## config.mk

```make
export PLATFORM = sky130hd
export DESIGN_NAME = multicycle_controller
export DESIGN_NICKNAME = d
export VERILOG_FILES = /design/src/rtl/cpu_pkg.sv /design/src/rtl/multicycle_controller.sv
export SDC_FILE = /design/constraint.sdc
export NUM_CORES = 1
export LEC_CHECK = 0
export BUFFER_PORTS_ARGS = -buffer_cell sky130_fd_sc_hd__buf_4
export CAP_MARGIN = 20
export CORE_AREA = 2 2 39 41
export DETAILED_ROUTE_END_ITERATION = 10
export DIE_AREA = 0 0 41 43
export PLACE_DENSITY = 0.65
export SLEW_MARGIN = 20
export SYNTH_ARGS = -nofsm -noshare
export SYNTH_HDL_FRONTEND = slang
export SYNTH_SLANG_ARGS = --single-unit
export TNS_END_PERCENT = 5
```

## constraint.sdc

```tcl
create_clock -name clk -period 1.4 [get_ports clk]
set_input_delay 0.14 -clock clk [delete_from_list [all_inputs] [get_ports clk]]
set_output_delay 0.14 -clock clk [all_outputs]
set_load 0.02 [all_outputs]
```

## src/rtl/cpu_pkg.sv

```systemverilog
// Shared definitions for the multicycle 19-bit-instruction CPU.
// Used by the controller and the datapath.
package cpu_pkg;

  typedef enum logic [2:0] {
    S_IDLE,
    S_FETCH,
    S_DECODE,
    S_EXEC_ALU,
    S_MEM_LD,
    S_MEM_ST,
    S_BRANCH,
    S_HALT
  } state_t;

  localparam logic [2:0] OP_ALUR  = 3'b000;
  localparam logic [2:0] OP_ALUI  = 3'b001;
  localparam logic [2:0] OP_LOAD  = 3'b010;
  localparam logic [2:0] OP_STORE = 3'b011;
  localparam logic [2:0] OP_JUMP  = 3'b100;
  localparam logic [2:0] OP_BZ    = 3'b101;
  localparam logic [2:0] OP_BC    = 3'b110;
  localparam logic [2:0] OP_HALT  = 3'b111;

  localparam logic PC_SRC_INC  = 1'b0;
  localparam logic PC_SRC_IR   = 1'b1;
  localparam logic ACC_SRC_ALU = 1'b0;
  localparam logic ACC_SRC_MEM = 1'b1;

  localparam int IR_W       = 19;
  localparam int IR_OP_HI   = 18;
  localparam int IR_OP_LO   = 16;
  localparam int IR_FN_HI   = 15;
  localparam int IR_FN_LO   = 13;
  localparam int IR_ADDR_HI = 12;
  localparam int IR_ADDR_LO = 0;
  localparam int IR_IMM_HI  = 7;
  localparam int IR_IMM_LO  = 0;

endpackage

```

## src/rtl/multicycle_controller.sv

```systemverilog
// Control FSM sequencing fetch/decode/execute over a shared,
// wait-stated memory port. Holds no datapath state.
module multicycle_controller
  import cpu_pkg::*;
(
  input  logic       clk,
  input  logic       rst,
  input  logic       start,
  input  logic [2:0] op,
  input  logic [2:0] fn,
  input  logic       zero,
  input  logic       carry,
  input  logic       mem_ready,
  output logic       pc_ld,
  output logic       ir_ld,
  output logic       acc_ld,
  output logic       flags_ld,
  output logic       pc_src,
  output logic       acc_src,
  output logic       alu_src_b,
  output logic [2:0] alu_fn,
  output logic       iord,
  output logic       mem_rd,
  output logic       mem_wr,
  output logic       busy,
  output logic       halted
);

  state_t state_q;
  state_t state_d;
  logic   take;

  always_ff @(posedge clk or posedge rst) begin
    if (rst) state_q <= S_IDLE;
    else     state_q <= state_d;
  end

  always_comb begin
    take = 1'b0;
    unique case (1'b1)
      op == OP_JUMP: take = 1'b1;
      op == OP_BZ:   take = zero;
      op == OP_BC:   take = carry;
      default:       take = 1'b0;
    endcase
  end

  always_comb begin
    state_d   = state_q;
    pc_ld     = 1'b0;
    ir_ld     = 1'b0;
    acc_ld    = 1'b0;
    flags_ld  = 1'b0;
    pc_src    = PC_SRC_INC;
    acc_src   = ACC_SRC_ALU;
    alu_src_b = 1'b0;
    alu_fn    = 3'b000;
    iord      = 1'b0;
    mem_rd    = 1'b0;
    mem_wr    = 1'b0;
    busy      = 1'b1;
    halted    = 1'b0;
    unique case (state_q)
      S_IDLE: begin
        busy = 1'b0;
        if (start) state_d = S_FETCH;
      end
      S_FETCH: begin
        mem_rd = 1'b1;
        if (mem_ready) begin
          ir_ld   = 1'b1;
          pc_ld   = 1'b1;
          state_d = S_DECODE;
        end
      end
      S_DECODE: begin
        unique case (op)
          OP_ALUR, OP_ALUI:       state_d = S_EXEC_ALU;
          OP_LOAD:                state_d = S_MEM_LD;
          OP_STORE:               state_d = S_MEM_ST;
          OP_JUMP, OP_BZ, OP_BC:  state_d = S_BRANCH;
          OP_HALT:                state_d = S_HALT;
        endcase
      end
      S_EXEC_ALU: begin
        alu_fn    = fn;
        alu_src_b = op[0];
        // register form reads its B operand from memory first
        if (op[0]) begin
          acc_ld   = 1'b1;
          flags_ld = 1'b1;
          state_d  = S_FETCH;
        end else begin
          iord   = 1'b1;
          mem_rd = 1'b1;
          if (mem_ready) begin
            acc_ld   = 1'b1;
            flags_ld = 1'b1;
            state_d  = S_FETCH;
          end
        end
      end
      S_MEM_LD: begin
        iord    = 1'b1;
        mem_rd  = 1'b1;
        acc_src = ACC_SRC_MEM;
        if (mem_ready) begin
          acc_ld  = 1'b1;
          state_d = S_FETCH;
        end
      end
      S_MEM_ST: begin
        iord   = 1'b1;
        mem_wr = 1'b1;
        if (mem_ready) state_d = S_FETCH;
      end
      S_BRANCH: begin
        pc_src  = PC_SRC_IR;
        pc_ld   = take;
        state_d = S_FETCH;
      end
      S_HALT: begin
        busy   = 1'b0;
        halted = 1'b1;
      end
    endcase
  end

endmodule
```

==> results list, run 1 <==
- Critical path's largest stage delay: 0.43 ns
* Setup repair after global routing missed its margin: true
- Yosys warning total: 0
- Register with the highest flop count: state_q
- Yosys mapped the design onto 22 distinct sky130hd cell types.
- Grouping stages by cell kind, the critical path spends the most delay in simple AND/OR/NAND/NOR gates.
* Inst Count DP: 95
- Layout fillers: 145
- Congestion Overflow GR: 0
* Register-to-Register Setup Slack: 0.16 ns
- Number of cells traversed by the worst hold path: 3
* Pre-CTS WS: 0.0820 ns
- For this run, design rule violations remaining after detail routing come to 0.
- Wire length of the first global-routing pass: 1840 microns
- Pwr dens: 2100 mW/mm^2
- Die span in y: 43 microns
- Share of the clock period used by the worst path: 1.09
- Using the TritonRoute via totals, the vias-per-cell ratio works out to 4.80.
- Buffers inserted during clock tree synthesis total 3.
- Global placement routability congestion: 0.805
- Counting every sink on the clock net gives 3.
* Min Hold Slack: 0.235 ns
- The number of max-slew violations in the final report came to 0.
* Number of buffer cells added on primary ports: 26
- The design draws 1.44 mW.
- In this run the critical register-to-register path is captured at state_q[1].
- Clock power share: 0.106
- In the global route stage, overall resource usage came out at 0.152.
* Via count of the first global-routing pass: 456
- In this run the static leakage power is 0.364 nW.
- Met1 global-route usage: 0.169
- Largest net degree at the start of global routing: 16
- The repair_antennas step left the layout with diodes totalling 0.
- TritonCTS built the clock tree.
* Worst Path Arrival: 1.39 ns
- Summed over all nets, the switching power comes to 0.663 mW.
- Initial DRC count: 3
* Sum of negative setup slack: -0.390 ns
- The region available for standard cell placement spans 0.00138 sq mm.
- Synthesized netlist net count: 64
* Largest regs: state_q: 3 flops
* Sum of net half-perimeters after detailed placement: 850 microns
- For met2 alone, demand over resource in global routing was 0.263.
- Time the worst path needs with I/O delays and setup: 1.53 ns
* Worst-path fanout max: 4
* Area grow syn2layout: 96.4%
- Of the total power, registers draw 0.114.
* Clk_lat worst skew: 0.23 ns
- The checks that failed: negative setup slack.
- Setup crit end kind: output pin
- Type of the worst setup path: flop to output pin
- Post-synthesis instance area: 349 sq um
* Residual antenna-violating net count after detailed routing: 0
- FF-to-FF Start: state_q[0]
* Average wire length per cell after detail routing: 11.5 microns
- Counting flops and latches in the post-synthesis netlist gives 3.
- In the global route stage, met3 resource usage came out at 0.0157.
- In this run the number of H-tree levels came out at 1.
- Of the total power, combinational logic draws 0.780.
- Of the cells placed in the final design, the portion with a size suffix greater than 1 is 0.465.
- Worst-case clock skew: 0.00238 ns
* Data required time at the worst endpoint: 1.26 ns
- The number of buffers and inverters on the critical path is 1.
- Headroom to the max-slew limit came out at 0.828.
- Clock root cell: sky130_fd_sc_hd__clkbuf_4
* Number of top-level pins: 27
- Initial antenna violation count: 0
* Worst-case clock buffer depth: 2
- Of the total power, the share spent switching nets is 0.461.
- The final layout contains routed wiring with a total length of 1170 microns.
* Total of max-cap violations: 0
* Die width: 41 microns
* Measured slew at the worst slew-check pin: 0.257 ns
- Floorplan die area: 0.00176 sq mm
- Class of the tightest hold or removal check: input pin to flop
- Among all stages on the critical path, the largest delay is contributed by sky130_fd_sc_hd__or3b_4.
- The internal power of the cells totals 0.776 mW.
- The startpoint identified for the worst hold timing path is start.
- The register with the most flip-flops in the layout has 3 of them.
- Highest Clock Rate: 654 MHz
* Share of the yosys chip area belonging to registers: 0.215
* Most Used Layer, Global Route: met2
- Cell count of the worst reg-to-reg path: 5
- Count of non-filler cells in the finished layout: 102
- For hold timing, the worst endpoint is state_q[0].
- Total via count after detailed routing: 490
- Initial standard-cell utilization of the core: 0.252
- Worst voltage drop across the vdd grid: 934 uV
- Traced cell by cell, the critical path runs through or3b_4 > o21ai_2 > a22o_1 > buf_6.
* Run status: complete, but fails checks
- Final setup violation count: 8
- In the final design database the tool counted 99 nets.
- After clock tree synthesis, the clock-pin slew on the worst setup and hold paths is 0.04 ns.
- After floorplanning, the core was divided into 14 placement rows.
- Instance count of the mapped netlist: 52
- CP startpoint kind: flop
- A synthesized cell averages 6.71 sq um.
- Once routing completed, OpenROAD measured the worst setup slack at -0.130 ns.
- Final Hold Viols: 0
- Detailed-router iteration count before antenna repair: 2
==> stage by stage <==
stage | cell area [sq um] | util
2_1_floorplan | 353 | -
3_3_place_gp | 583 | 0.421
3_5_place_dp | 583 | 0.421
6_report | 686 | 0.495
4_1_cts | 648 | 0.468
5_1_grt | 686 | 0.495
==> worst min-delay path, cell delays in order <==
cell                       delay, ns
sky130_fd_sc_hd__buf_4          0.08
sky130_fd_sc_hd__a21boi_0       0.07
sky130_fd_sc_hd__a21oi_1        0.14
==> cell usage in the layout, fill, tap and decap left out, types with 2 or more instances in the layout <==
| cell type | synthesis | final |
|---|---|---|
| sky130_fd_sc_hd__buf_4 | 0 | 25 |
| sky130_fd_sc_hd__buf_6 | 0 | 7 |
| sky130_fd_sc_hd__inv_1 | 6 | 6 |
| sky130_fd_sc_hd__nand2_1 | 5 | 5 |
| sky130_fd_sc_hd__nor2_1 | 6 | 5 |
| sky130_fd_sc_hd__and2_1 | 4 | 4 |
| sky130_fd_sc_hd__o21ai_0 | 4 | 3 |
| sky130_fd_sc_hd__clkbuf_4 | 0 | 3 |
| sky130_fd_sc_hd__dfrtp_1 | 3 | 3 |
| sky130_fd_sc_hd__nand2b_1 | 2 | 2 |
| sky130_fd_sc_hd__o211ai_1 | 2 | 2 |
| sky130_fd_sc_hd__a21boi_0 | 2 | 2 |
| sky130_fd_sc_hd__and3_1 | 2 | 2 |
| sky130_fd_sc_hd__nor3_1 | 2 | 2 |
| sky130_fd_sc_hd__o21ai_2 | 0 | 2 |
| sky130_fd_sc_hd__and3b_1 | 2 | 2 |
==> Yosys cell counts <==
master | number | area (sq um)
sky130_fd_sc_hd__a22o_1 | 1 | 8.76
sky130_fd_sc_hd__nand2_1 | 5 | 18.8
sky130_fd_sc_hd__o2bb2ai_1 | 1 | 8.76
sky130_fd_sc_hd__o211ai_1 | 2 | 15.0
sky130_fd_sc_hd__nand4bb_1 | 1 | 11.3
sky130_fd_sc_hd__nand2b_1 | 2 | 12.5
sky130_fd_sc_hd__or3b_1 | 1 | 8.76
sky130_fd_sc_hd__buf_2 | 3 | 15.0
sky130_fd_sc_hd__nor2_1 | 6 | 22.5
sky130_fd_sc_hd__a21oi_1 | 1 | 5.00
sky130_fd_sc_hd__and3b_1 | 2 | 17.5
sky130_fd_sc_hd__dfrtp_1 | 3 | 75.1
sky130_fd_sc_hd__and3_1 | 2 | 12.5
sky130_fd_sc_hd__a31oi_1 | 1 | 6.26
sky130_fd_sc_hd__a21boi_0 | 2 | 15.0
sky130_fd_sc_hd__o22ai_1 | 1 | 6.26
sky130_fd_sc_hd__and2_1 | 4 | 25.0
sky130_fd_sc_hd__nor3_1 | 2 | 10.0
sky130_fd_sc_hd__o21ai_1 | 1 | 5.00
sky130_fd_sc_hd__inv_1 | 6 | 22.5
sky130_fd_sc_hd__o21ai_0 | 4 | 20.0
sky130_fd_sc_hd__o31ai_1 | 1 | 7.51
==> power by group through the flow <==
| stage | clock network (mW) | logic, mW | registers, mW |
|---|---|---|---|
| CTS | 0.155 | 1.04 | 0.163 |
| finish | 0.152 | 1.12 | 0.164 |
| global placement | 0 | 0.976 | 0.153 |
| detailed placement | 0 | 0.982 | 0.157 |
| floorplan | 0 | 0.590 | 0.156 |
| global route | 0.159 | 1.23 | 0.172 |
==> kinds of logic after synthesis <==
group | Yosys count | synth area share
simple gates | 25 | 0.398
flops | 3 | 0.215
buf+inv | 9 | 0.108
compound gates | 15 | 0.280
==> metal layers <==
layer / vias up / wire length, microns
met1: 218 / 457
met5: - / 0
met4: 0 / 10
met2: 20 / 590
li1: 250 / -
met3: 2 / 114
==> worst max path at each step <==
stage	start	to	slack, ns	cells past startpoint
after floorplan	state_q[0]	pc_ld	0.04	4
final	state_q[0]	acc_ld	-0.13	4
after detailed placement	state_q[0]	acc_ld	0.08	4
after global routing	state_q[0]	acc_ld	-0.18	4
after global placement	state_q[0]	acc_ld	0.11	4
after CTS	state_q[0]	pc_ld	-0.14	5
==> layout make-up <==
cell class                      instances  area, sq um  area share
Clock buffer                            4         26.3      0.0383
Inverter                                6         22.5      0.0328
Multi-Input combinational cell         40          265       0.387
Sequential cell                         3         75.1       0.109
Tap cell                               16         20.0      0.0292
Timing Repair Buffer                   33          277       0.403
==> repair_timing <==
item / 4_1_cts / 5_1_grt
gates resized for setup: 4 / 7
buffers inserted: 2 / 0
hold endpoints to repair: 3 / 0
pin swaps: 3 / 5
endpoints found under the setup margin: 9 / 13
hold buffers: 1 / 0
(Power assumes the default switching activity.)
==> run 2: changes to the inputs <==
--- a/config.mk
+++ b/config.mk
@@ -11,6 +11,7 @@
 export DETAILED_ROUTE_END_ITERATION = 10
 export DIE_AREA = 0 0 41 43
 export PLACE_DENSITY = 0.65
+export RECOVER_POWER = 100
 export SLEW_MARGIN = 20
 export SYNTH_ARGS = -nofsm -noshare
 export SYNTH_HDL_FRONTEND = slang
==> results list, run 2 (synthesis gave the netlist of run 1 again) <==
- Residual antenna-violating net count after detailed routing: 0 (unchanged)
* H-tree depth reported by CTS: 1 (unchanged)
* Via count of the first global-routing pass: 456 (unchanged)
* Sum of routed wire length over all layers: 1180 microns (+0.26%)
- The number of fillers in the final layout came to 146 (+0.69%).
- Total of max-cap violations: 0 (unchanged)
* Run status: complete, but fails checks
* Worst-case clock buffer depth: 2 (unchanged)
- Area of all placed cells without fillers: 681 sq um (-0.73%)
- The post-route fraction of the period consumed by the critical path was 1.09 (about the same).
* Sum of net half-perimeters after detailed placement: 850 microns (unchanged)
* Number of standard-cell rows in the floorplan: 14 (unchanged)
- Largest regs: state_q: 3 flops
- Total via count after detailed routing: 487 (-0.61%)
* Final Hold Viols: 0 (unchanged)
- Ranked by flip-flop count, first place goes to state_q.
* Combined global-route utilization of all metal layers: 0.152 (unchanged)
- Clock tree from TritonCTS: yes
* Total design power: 1.43 mW (-0.85%)
- Area grow syn2layout: 95.0%
- The number of port buffers is 26 (unchanged).
- The final critical-path setup slack came to -0.130 ns (-0.000359 ns).
- Time the worst path needs with I/O delays and setup: 1.53 ns (+0.000359 ns)
- The number of antenna violations at the first check in global routing came to 0 (unchanged).
- Largest net degree at the start of global routing: 16 (unchanged)
- Standard cell area after detailed placement: 583 sq um (unchanged)
* Data required time at the worst endpoint: 1.26 ns (about the same)
* Sequential fraction of design power: 0.115 (about the same)
* Setup repair after global routing missed its margin: true
* Worst-case clock skew: 0.00232 ns (-0.0000525 ns)
- Setup crit end kind: output pin
- Type of the worst setup path: flop to output pin
- Clock slew seen by the registers of the worst setup and hold paths: 0.04 ns (about the same)
* Global placement routability congestion: 0.805 (unchanged)
- Worst Path Arrival: 1.39 ns (about the same)
* Violations in the final reports: negative setup slack
- The final worst hold slack came to 0.235 ns (+0.000919 ns).
- Standby leakage power: 0.362 nW (-0.44%)
- Commonest cells after routing, fill and taps aside: 22 x sky130_fd_sc_hd__buf_4, 7 x sky130_fd_sc_hd__buf_6, 6 x sky130_fd_sc_hd__inv_1
- The fraction of final layout cells sized beyond drive strength 1 was 0.465 (unchanged).
- Number of top-level pins: 27 (unchanged)
- Die width: 41 microns (unchanged)
- The power share of the clock group was 0.107 (about the same).
* Number of buffers created by CTS: 3 (unchanged)
- Detailed-router iteration count before antenna repair: 2 (unchanged)
- Congestion Overflow GR: 0 (unchanged)
* Area inside the core boundary: 0.00138 sq mm (unchanged)
- Worst-path fanout max: 4 (unchanged)
- The global-route wire length before repair was 1840 microns (unchanged).
* Average wire length per cell after detail routing: 11.5 microns (+0.26%)
* Normalized max-slew margin: 0.828 (about the same)
* Highest Clock Rate: 654 MHz (about the same)
* Most Used Layer, Global Route: met2
- Met3 global-route usage: 0.0157 (unchanged)
* Clock root cell: sky130_fd_sc_hd__clkbuf_4
- The part of the total power dissipated in combinational logic was 0.778 (-0.002).
- CP startpoint kind: flop
* Die span in y: 43 microns (unchanged)
* Final setup violation count: 8 (unchanged)
- Fraction of power spent switching nets: 0.465 (+0.00453)
- Floorplan die area: 0.00176 sq mm (unchanged)
- The library cell used most frequently in the layout, excluding fill and tap cells, is sky130_fd_sc_hd__buf_4.
- Global routing usage on met2: 0.263 (unchanged)
* Power Internal: 0.763 mW (-1.7%)
- Diode insertion count for antenna repair: 0 (unchanged)
- The setup TNS came to -0.392 ns (-0.00220 ns).
- The effective utilization at floorplan came to 0.252 (unchanged).
- The post-detailed-route via-to-cell ratio was 4.77 (-0.61%).
* Initial DRC count: 2 (-1)
* Largest register FFs: 3 (unchanged)
- The net switching power is 0.664 mW (+0.12%).
* Measured slew at the worst slew-check pin: 0.257 ns (-0.000303 ns)
* Residual DRC count: 0 (unchanged)
- Pwr dens: 2100 mW/mm^2 (-0.12%)
- Worst voltage drop across the vdd grid: 934 uV (about the same)
- The met1 capacity usage during global routing came to 0.169 (unchanged).
- The end-of-flow core utilization is 0.492 (-0.00362).
* Count of clock tree sinks: 3 (unchanged)
- Clk_lat worst skew: 0.23 ns (about the same)
- Number of max-slew violations in the final report: 0 (unchanged)
* Class of the tightest hold or removal check: input pin to flop
- The net total in the final layout is 99 (unchanged).
-- run 2: worst max-delay path: stages (launching register included) --
cell	delay, ns
sky130_fd_sc_hd__dfrtp_1	0.40
sky130_fd_sc_hd__or3b_4	0.43
sky130_fd_sc_hd__o21ai_2	0.06
sky130_fd_sc_hd__a22o_1	0.15
sky130_fd_sc_hd__buf_6	0.11
-- run 2: final cells by class --
cell class | instances | area [sq um] | share of cell area
Timing Repair Buffer | 33 | 272 | 0.399
Multi-Input combinational cell | 40 | 265 | 0.390
Sequential cell | 3 | 75.1 | 0.110
Clock buffer | 4 | 26.3 | 0.0386
Inverter | 6 | 22.5 | 0.0331
Tap cell | 16 | 20.0 | 0.0294
-- run 2: power by group through the flow --
stage	sequential [mW]	combinational, mW	clock, mW
floorplan	0.156	0.590	0
global placement	0.153	0.976	0
detailed placement	0.157	0.982	0
CTS	0.163	1.04	0.155
global route	0.172	1.21	0.159
finish	0.164	1.11	0.152
-- run 2: timing repair --
item / in CTS / in global routing
hold buffers: 1 / 0
setup endpoints to repair: 9 / 13
gates resized for setup: 4 / 7
hold endpoints to repair: 3 / 0
buffers inserted: 2 / 0
pin swaps: 3 / 5
cloned: 0 / 0
-- run 2: metal layers --
metal / share of wire / up-vias / wire [microns]
met1: 0.39 / 216 / 459
met2: 0.50 / 20 / 591
met3: 0.097 / 2 / 114
met5: 0 / - / 0
li1: - / 249 / -
met4: 0.0085 / 0 / 10
-- run 2: path summary, 6_finish.rpt --
check	from	to	slack [ns]	depth (start not counted)
max	state_q[0]	acc_ld	-0.13	4
min	start	state_q[0]	0.24	3
max reg2reg	state_q[0]	state_q[1]	0.15	5
min reg2reg	state_q[2]	state_q[1]	0.65	2
max in group asynchronous	rst	state_q[1]	0.94	3
min in group asynchronous	rst	state_q[0]	0.33	3
-- run 2: stage by stage --
| stage | worst slack [ns] | std cells |
|---|---|---|
| 6_report | -0.130 | 102 |
| 3_5_place_dp | 0.0820 | 95 |
| 5_1_grt | -0.182 | 102 |
| 2_1_floorplan | 0.0417 | 52 |
| 4_1_cts | -0.136 | 102 |
| 3_3_place_gp | 0.114 | 95 |
